[src/rtl/tx_skp_inserter_if.sv]
// Upstream link-layer handshake and downstream scrambler word bundle for
// tx_skp_inserter. The slave modport is the inserter's view; the master
// modport is the view of whatever feeds it and consumes its output.
interface tx_skp_inserter_if;
    logic [31:0] s_data_i;
    logic [3:0]  s_datak_i;
    logic        s_valid_i;
    logic        s_ready_o;
    logic [31:0] indata_o;
    logic [3:0]  datak_o;
    logic [1:0]  data_len_o;
    logic        out_valid_o;

    modport slave (
        input  s_data_i,
        input  s_datak_i,
        input  s_valid_i,
        output s_ready_o,
        output indata_o,
        output datak_o,
        output data_len_o,
        output out_valid_o
    );

    modport master (
        output s_data_i,
        output s_datak_i,
        output s_valid_i,
        input  s_ready_o,
        input  indata_o,
        input  datak_o,
        input  data_len_o,
        input  out_valid_o
    );
endinterface

[src/rtl/tx_skp_inserter.sv]
// tx_skp_inserter: sits in front of the scrambler and injects a Gen1/2 SKP
// ordered set (COM SKP SKP SKP) every SKP_INTERVAL cycles, filling empty
// cycles with logical idle. All data outputs are registered.
//
// Handshake: a word transfers on a rising edge where s_valid_i & s_ready_o.
// s_ready_o drops only in the single cycle the SKP OS is being loaded; the
// upstream must then hold its word, which is taken on the following edge.
//
// Optional macro TXSKP_PKT_GUARD_EN: track STP..END/EDB packet framing and
// defer SKP insertion until the packet has ended. Without it a SKP request
// is serviced on the very next cycle regardless of framing.
//
// SKP_INTERVAL must lie in 4..65535.
module tx_skp_inserter #(
    parameter int unsigned SKP_INTERVAL = 295
) (
    input  logic            clk_i,
    input  logic            rst_ni,
    tx_skp_inserter_if.slave bus,
    output logic            skp_ovf_o
);

    localparam logic [15:0] CNT_TERM = 16'(SKP_INTERVAL - 1);
    localparam logic [31:0] SKP_WORD = 32'h1C1C1CBC;

    logic [15:0] r_cnt;
    logic        r_pending;
    logic        r_ovf;
    logic [31:0] r_data;
    logic [3:0]  r_datak;
    logic        r_out_valid;

    logic        w_term;
    logic        w_in_pkt;
    logic        w_skp_now;
    logic        w_accept;

    assign w_term    = (r_cnt == CNT_TERM);
    assign w_skp_now = r_pending & ~w_in_pkt;
    assign w_accept  = bus.s_valid_i & ~w_skp_now;

    assign bus.s_ready_o   = ~w_skp_now;
    assign bus.indata_o    = r_data;
    assign bus.datak_o     = r_datak;
    assign bus.out_valid_o = r_out_valid;
    assign bus.data_len_o  = 2'b10;
    assign skp_ovf_o       = r_ovf;

    // Free-running interval counter; it never pauses for SKP or stalls.
    always_ff @(posedge clk_i or negedge rst_ni) begin
        if (!rst_ni) begin
            r_cnt <= '0;
        end else if (w_term) begin
            r_cnt <= '0;
        end else begin
            r_cnt <= r_cnt + 16'd1;
        end
    end

    // SKP request flag plus sticky overflow when a request lands on an
    // unserviced one. A new request at the service cycle keeps it set.
    always_ff @(posedge clk_i or negedge rst_ni) begin
        if (!rst_ni) begin
            r_pending <= 1'b0;
            r_ovf     <= 1'b0;
        end else begin
            if (w_term) begin
                r_pending <= 1'b1;
            end else if (w_skp_now) begin
                r_pending <= 1'b0;
            end
            if (w_term && r_pending && !w_skp_now) begin
                r_ovf <= 1'b1;
            end
        end
    end

`ifdef TXSKP_PKT_GUARD_EN
    logic r_in_pkt;
    logic w_stp;
    logic w_end;

    assign w_stp = bus.s_datak_i[0] && (bus.s_data_i[7:0] == 8'hFB);

    // Any K byte carrying END (FD) or EDB (FE) terminates the packet.
    always_comb begin
        w_end = 1'b0;
        for (int b = 0; b < 4; b++) begin
            if (bus.s_datak_i[b] &&
                ((bus.s_data_i[8*b +: 8] == 8'hFD) || (bus.s_data_i[8*b +: 8] == 8'hFE))) begin
                w_end = 1'b1;
            end
        end
    end

    // Packet framing state. STP can only sit in byte 0, so any END/EDB in
    // the same word is at a higher byte and closes the packet.
    always_ff @(posedge clk_i or negedge rst_ni) begin
        if (!rst_ni) begin
            r_in_pkt <= 1'b0;
        end else if (w_accept) begin
            if (w_end) begin
                r_in_pkt <= 1'b0;
            end else if (w_stp) begin
                r_in_pkt <= 1'b1;
            end
        end
    end

    assign w_in_pkt = r_in_pkt;
`else
    assign w_in_pkt = 1'b0;
`endif

    // Output word register: SKP OS, then accepted data, then idle fill.
    always_ff @(posedge clk_i or negedge rst_ni) begin
        if (!rst_ni) begin
            r_data      <= '0;
            r_datak     <= '0;
            r_out_valid <= 1'b0;
        end else if (w_skp_now) begin
            r_data      <= SKP_WORD;
            r_datak     <= 4'b1111;
            r_out_valid <= 1'b1;
        end else if (w_accept) begin
            r_data      <= bus.s_data_i;
            r_datak     <= bus.s_datak_i;
            r_out_valid <= 1'b1;
        end else begin
            r_data      <= '0;
            r_datak     <= '0;
            r_out_valid <= 1'b0;
        end
    end

endmodule

[src/flat_wrapper.sv]
// flat-port wrapper written by rule: the top's interface ports become plain ports
module tx_skp_inserter_flat 
#(
    parameter int unsigned SKP_INTERVAL = 295
)
  (clk_i, rst_ni, skp_ovf_o, bus_s_data_i, bus_s_datak_i, bus_s_valid_i, bus_s_ready_o, bus_indata_o, bus_datak_o, bus_data_len_o, bus_out_valid_o);
  tx_skp_inserter_if bus_i ();
  input  logic clk_i;
  input  logic rst_ni;
  output logic skp_ovf_o;
  input wire logic [$bits(bus_i.s_data_i)-1:0] bus_s_data_i;
  input wire logic [$bits(bus_i.s_datak_i)-1:0] bus_s_datak_i;
  input wire logic [$bits(bus_i.s_valid_i)-1:0] bus_s_valid_i;
  output wire logic [$bits(bus_i.s_ready_o)-1:0] bus_s_ready_o;
  output wire logic [$bits(bus_i.indata_o)-1:0] bus_indata_o;
  output wire logic [$bits(bus_i.datak_o)-1:0] bus_datak_o;
  output wire logic [$bits(bus_i.data_len_o)-1:0] bus_data_len_o;
  output wire logic [$bits(bus_i.out_valid_o)-1:0] bus_out_valid_o;
  assign bus_i.s_data_i = bus_s_data_i;
  assign bus_i.s_datak_i = bus_s_datak_i;
  assign bus_i.s_valid_i = bus_s_valid_i;
  assign bus_s_ready_o = bus_i.s_ready_o;
  assign bus_indata_o = bus_i.indata_o;
  assign bus_datak_o = bus_i.datak_o;
  assign bus_data_len_o = bus_i.data_len_o;
  assign bus_out_valid_o = bus_i.out_valid_o;
  tx_skp_inserter #(.SKP_INTERVAL(SKP_INTERVAL)) u_core (.clk_i(clk_i), .rst_ni(rst_ni), .bus(bus_i), .skp_ovf_o(skp_ovf_o));
endmodule
[config.mk]
export PLATFORM = sky130hd
export DESIGN_NAME = tx_skp_inserter_flat
export DESIGN_NICKNAME = d
export VERILOG_FILES = /design/src/rtl/tx_skp_inserter_if.sv /design/src/rtl/tx_skp_inserter.sv /design/src/flat_wrapper.sv
export SDC_FILE = /design/constraint.sdc
export NUM_CORES = 1
export LEC_CHECK = 0
export BUFFER_PORTS_ARGS = -buffer_cell sky130_fd_sc_hd__buf_2
export CAP_MARGIN = 5
export CELL_PAD_IN_SITES_DETAIL_PLACEMENT = 0
export CELL_PAD_IN_SITES_GLOBAL_PLACEMENT = 1
export CORE_ASPECT_RATIO = 0.75
export CORE_UTILIZATION = 36
export CTS_CLUSTER_DIAMETER = 30
export DETAILED_ROUTE_END_ITERATION = 6
export HOLD_SLACK_MARGIN = 0.1
export PLACE_DENSITY = 0.75
export SLEW_MARGIN = 10
export SYNTH_ARGS = -nofsm -noshare
export SYNTH_HDL_FRONTEND = slang
export SYNTH_SLANG_ARGS = --single-unit
[constraint.sdc]
create_clock -name clk_i -period 1.7 [get_ports clk_i]
set_input_delay 0.255 -clock clk_i [delete_from_list [all_inputs] [get_ports clk_i]]
set_output_delay 0.255 -clock clk_i [all_outputs]
set_load 0.01 [all_outputs]
-- After elaboration in Yosys (flattened, before gate mapping)
Index checks and enable logic that the tools add are counted.
- register bits: 55
- input bits: 39
- word-level logic and storage cells: 21
- add/sub/neg operators: 1
- eq/ne operators: 1
- multiplexer cells: 8
- bitwise logic cells: 2
- reduce and logical (&&, ||, !) cells: 3
- operator list (kind ; count):
    32-bit 2-to-1 mux ; 2
    16-bit by 1-bit adder with 16-bit output, second input constant ; 1
    16-bit by 9-bit equality test with 1-bit output, second input constant ; 1
    16-bit 2-to-1 mux ; 1
    4-bit 2-to-1 mux ; 2
    1-bit 2-to-1 mux ; 3
    1-bit logical AND ; 2
    1-bit bitwise AND ; 1
    1-bit zero test ; 1
    1-bit NOT ; 1

-- Longest topological paths before layout
- depth in word-level cells: 4
- mapped depth: 6

-- Worst setup path before layout
OpenSTA, ideal clock, no wires.
- path type: reg-to-reg
- start: register u_core.r_cnt[0]
- end: register u_core.r_cnt[5]
- setup time: 0.126 ns
- data arrival time: 1.158 ns
- data required time: 1.574 ns
- setup slack: 0.416 ns
- stages on the path, launching flop included: 7
- path buffers: 1
- path through: dfrtp_1 -> inv_1 -> ha_1 -> nor4bb_1 -> and4_1 -> buf_4 -> a21oi_1
- cells in the longest elaborated chain, start to end: 2
- elaborated cells between the ends (all ways): 3
- classes of those cells: add/sub (1); eq/ne (1); mux (1)
- ends and longest elaborated chain (item ; RTL line ; RTL):
    start, declared ; tx_skp_inserter.sv:26 ; logic [15:0] r_cnt;
    start signal, assigned ; tx_skp_inserter.sv:56 ; r_cnt <= r_cnt + 16'd1;
    16-bit by 9-bit equality test with 1-bit output ; tx_skp_inserter.sv:38 ; assign w_term = (r_cnt == CNT_TERM);
    via u_core.w_term ; tx_skp_inserter.sv:33 ; logic w_term;
    16-bit 2-to-1 mux ; tx_skp_inserter.sv:53 ; end else if (w_term) begin
The timed path passes the listed nets, and every way through them passes these cells.
A chain may end at the register's enable or synchronous reset.

-- Final worst setup path
- start: register u_core.r_cnt[0]
- end: register u_core.r_cnt[3]
- cells in the longest elaborated chain, start to end: 2
- elaborated cells between the ends (all ways): 3
- classes of those cells: add/sub (1); eq/ne (1); mux (1)
- ends and longest elaborated chain (item ; RTL line):
    16-bit by 1-bit adder with 16-bit output / 16-bit by 9-bit equality test with 1-bit output (equally long branches) ; tx_skp_inserter.sv:56, tx_skp_inserter.sv:38
    16-bit 2-to-1 mux (*) ; tx_skp_inserter.sv:53
Every way passes the cells marked *; elsewhere a longest branch is shown, timed or not.

==> summary.txt <==
Placed design
  • Gpl congestion: around 0.79
  • Cell Count Post-Placement: around 320
  • Detail Placement HPWL: between 2 and 3 mm
  • PortBufs: just under 80

Synth
  • Adder-Cell Fraction of Synth Area: 1.23%
  • Mean Syn Cell Area: between 10 and 15 µm²
  • Top cells by area, synth: dfrtp_1 (67%), nand2_1 (7.9%), and2_1 (5.5%), xnor2_1 (4.3%), nand3_1 (1.7%)
  • Cells after synthesis: between 150 and 200
  • Top_reg_cell synth: dfrtp_1
  • Most numerous cell in the Yosys netlist: dfrtp_1
  • Largest family of logic cells by synthesized area: simple AND/OR/NAND/NOR gates
  • Synth top cells by count: dfrtp_1 (55), nand2_1 (43), and2_1 (18)
  • Fraction of registers with async set/reset: between 90% and 100%
  • FF+latch count, synth: 55
  • Syn. warnings: 0
  • Post-synth cell types: 27
  • Synth Area in Compound Gates: under 10%
  • Post-synth top area cell: dfrtp_1
  • Cell Area, Synth: 2040 µm²
  • Syn Nets: roughly 220
  • Post-synth EDFFs: 0
  • Register area share after synthesis: between 60 and 70%
  • Top cell type's share of synthesized area: roughly 67%
  • Synth Area in Simple Gates: a little over a fifth
  • Mux contribution to synthesized area: 0%
  • Post-synthesis xor/xnor area fraction: 5.15%

Power
  • Pwr dens: between 800 and 900 nW/µm²
  • Worst VDD drop: between 0.4 and 0.5 mV
  • Design Power: 2.31 mW
  • Static leakage: 1.46 nW

Clock network
  • H-Tree Depth: 2
  • CTS tree: yes
  • Clock sink count: between 50 and 60
  • Clock Latency Late Sink: around 0.31 ns
  • Cts repair resizes: 0
  • CTS Buffer Depth: 2
  • Root Driver: clkbuf_8
  • Worst-path clk slew: 0.09 ns
  • CTS buffer count: 5

Timing
  • Tmin final: between 1 and 1.5 ns
  • Final hold vios: 0
  • Minimum hold slack: 0.143 ns
  • RSZ-0062 raised after global routing: false
  • Setup-failing EPs final: 0
  • Final period util: approximately 86%
  • Worst Clk Skew: about 0.0085 ns
  • Fmax: about 700 MHz
  • Fin. max-slew vios: 0
  • Setup TNS: 0 ns

Drt
  • Final wirelength: about 4 mm
  • DR iter-0 viols: 41
  • Post-DR wirelength/cell: approximately 12 µm
  • Via density per instance: between 4 and 5
  • Via count: approximately 1,400
  • ANT nets after route: 0
  • Drt drc: 0
  • Pre-Repair DR Iteration Count: 3

Global routing
  • Overall routing resource usage: 14.9%
  • Total gr overflow: 0
  • First-pass GRT wire length: between 6 and 7 mm
  • Largest net degree at the start of global routing: 29
  • Initial antenna violation count: 0
  • Vias in the first global route: 1,361

Layout
  • # diodes: 0
  • Footprint of the multi-input gates: slightly above 600 µm²
  • Share of layout cells above drive strength 1: 36.0%
  • Fillers: about 530
  • Sequential cell area: roughly 1400 µm²
  • Final net count: 298
  • Synth-to-layout area growth: 28.8%
  • Finished Layout Cells: ~330

Worst setup path
  • Worst Path Max Fanout: 7
  • CP Class: reg2reg
  • WP data arrival: around 1.6 ns
  • CP endpoint kind: flop
  • Crit path launch: u_core.r_cnt[0]$_DFF_PN0_
  • Worst Setup Start Kind: flop
  • WP data required: between 1.5 and 2 ns
  • R2R Path Start: u_core.r_cnt[0]$_DFF_PN0_

Floorplanning
  • Core area: between 5000 and 6000 µm²
  • Die width: a little under 90 µm
  • Starting Density: between 30% and 40%
  • Row count: 23
  • Die area: around 6000 µm²
  • Ports: 80
  • Die H: approximately 67 µm

Worst hold path
  • Hold/Removal Path Class: in2reg
  • Hold Startpoint: bus_s_data_i[3]

Job
  • Max Cap Viol: 0

Outcome
  • Status: finished clean
cell families (layout without fill, tap and decap cells):
group | Yosys count | after routing
XOR/XNOR | 12 | 12
buffers and inverters | 12 | 94
adder cells (fa/ha/maj) | 2 | 2
other | 2 | 2
AO/OA/AOI/OAI | 4 | 4
AND/OR/NAND/NOR | 89 | 89
flip-flops | 55 | 55
path summary, 6_finish.rpt:
check | to | slack (ns) | depth (start not counted)
min in group asynchronous | u_core.bus.indata_o[28]$_DFF_PN0_ | 0.42 | 2
hold / removal | u_core.bus.indata_o[3]$_DFF_PN0_ | 0.14 | 3
max in group asynchronous | u_core.r_cnt[12]$_DFF_PN0_ | 0.77 | 3
hold reg to reg | u_core.skp_ovf_o$_DFFE_PN0P_ | 0.38 | 0
setup reg to reg | u_core.r_cnt[3]$_DFF_PN0_ | 0.25 | 5
setup / recovery | u_core.r_cnt[3]$_DFF_PN0_ | 0.25 | 5
layout by cell type (no fill, tap or decap):
cell           Yosys  final
dlygate4sd3_1      0      1
xnor2_1           10     10
buf_12             0      1
nand3_1            7      7
nor2_1             6      6
nand4_2            1      1
dfrtp_1           55     55
nand4_1            2      2
o21ai_0            2      2
a21oi_2            1      1
clkinv_1           1      1
clkbuf_8           0      6
inv_1              2      2
ha_1               2      2
nor4b_1            2      2
nand2_1           43     43
or2_2              1      1
conb_1             2      2
and4_1             2      2
nor4bb_1           1      1
buf_2              2     77
xor2_1             2      2
nor3_1             2      2
and2_1            18     18
buf_4              3      4
nor2b_1            1      1
clkbuf_1           4      1
a21oi_1            1      1
clkinv_4           0      1
or3_1              2      2
nor2_2             1      1
metrics by stage:
step / setup WS, ns / util [%] / cell area [µm²]
after floorplan: 0.416 / - / 2040
after global placement: 0.281 / 46.6 / 2520
after detailed placement: 0.242 / 46.6 / 2520
after CTS: 0.238 / 48.5 / 2630
after global routing: 0.0824 / 48.5 / 2630
final: 0.246 / 48.5 / 2630
critical path, cell delays in order (launching register included):
cell	delay, ns
dfrtp_1	0.43
inv_1	0.07
ha_1	0.14
nor4bb_1	0.24
and4_1	0.38
nor2_1	0.08
report_power, final:
group | internal (mW) | switching, mW
combinational | 0.0915 | 0.105
sequential | 1.35 | 0.00941
clock | 0.335 | 0.414
total | 1.78 | 0.529
sequential cells by signal (all words and copies together) (netlist names):
register and cells:
u_core.bus.datak_o 4, u_core.bus.indata_o 32, u_core.bus.out_valid_o 1, u_core.r_cnt 16
u_core.r_pending 1, u_core.skp_ovf_o 1
layer usage:
layer | global-route usage [%] | share of wire [%]
met1 | 19.4 | 47
met2 | 23.0 | 44
met3 | 3.79 | 7.0
met4 | 7.86 | 1.6
met5 | 0 | 0
area by class of cell:
class	count	area share (%)
repair buffers	83	17.0
multi-input cells	109	23.0
clock buffers	7	3.29
well taps	75	3.57
clock inverters	1	0.333
inverters	3	0.429
flip-flops and latches	55	52.4
what timing repair did:
| action | in CTS | in global routing |
|---|---|---|
| endpoints found under the hold margin | 17 | 0 |
| setup buffers | 0 | 0 |
| hold buffers | 1 | 0 |
Note: power is estimated with default switching activity, not from simulation.
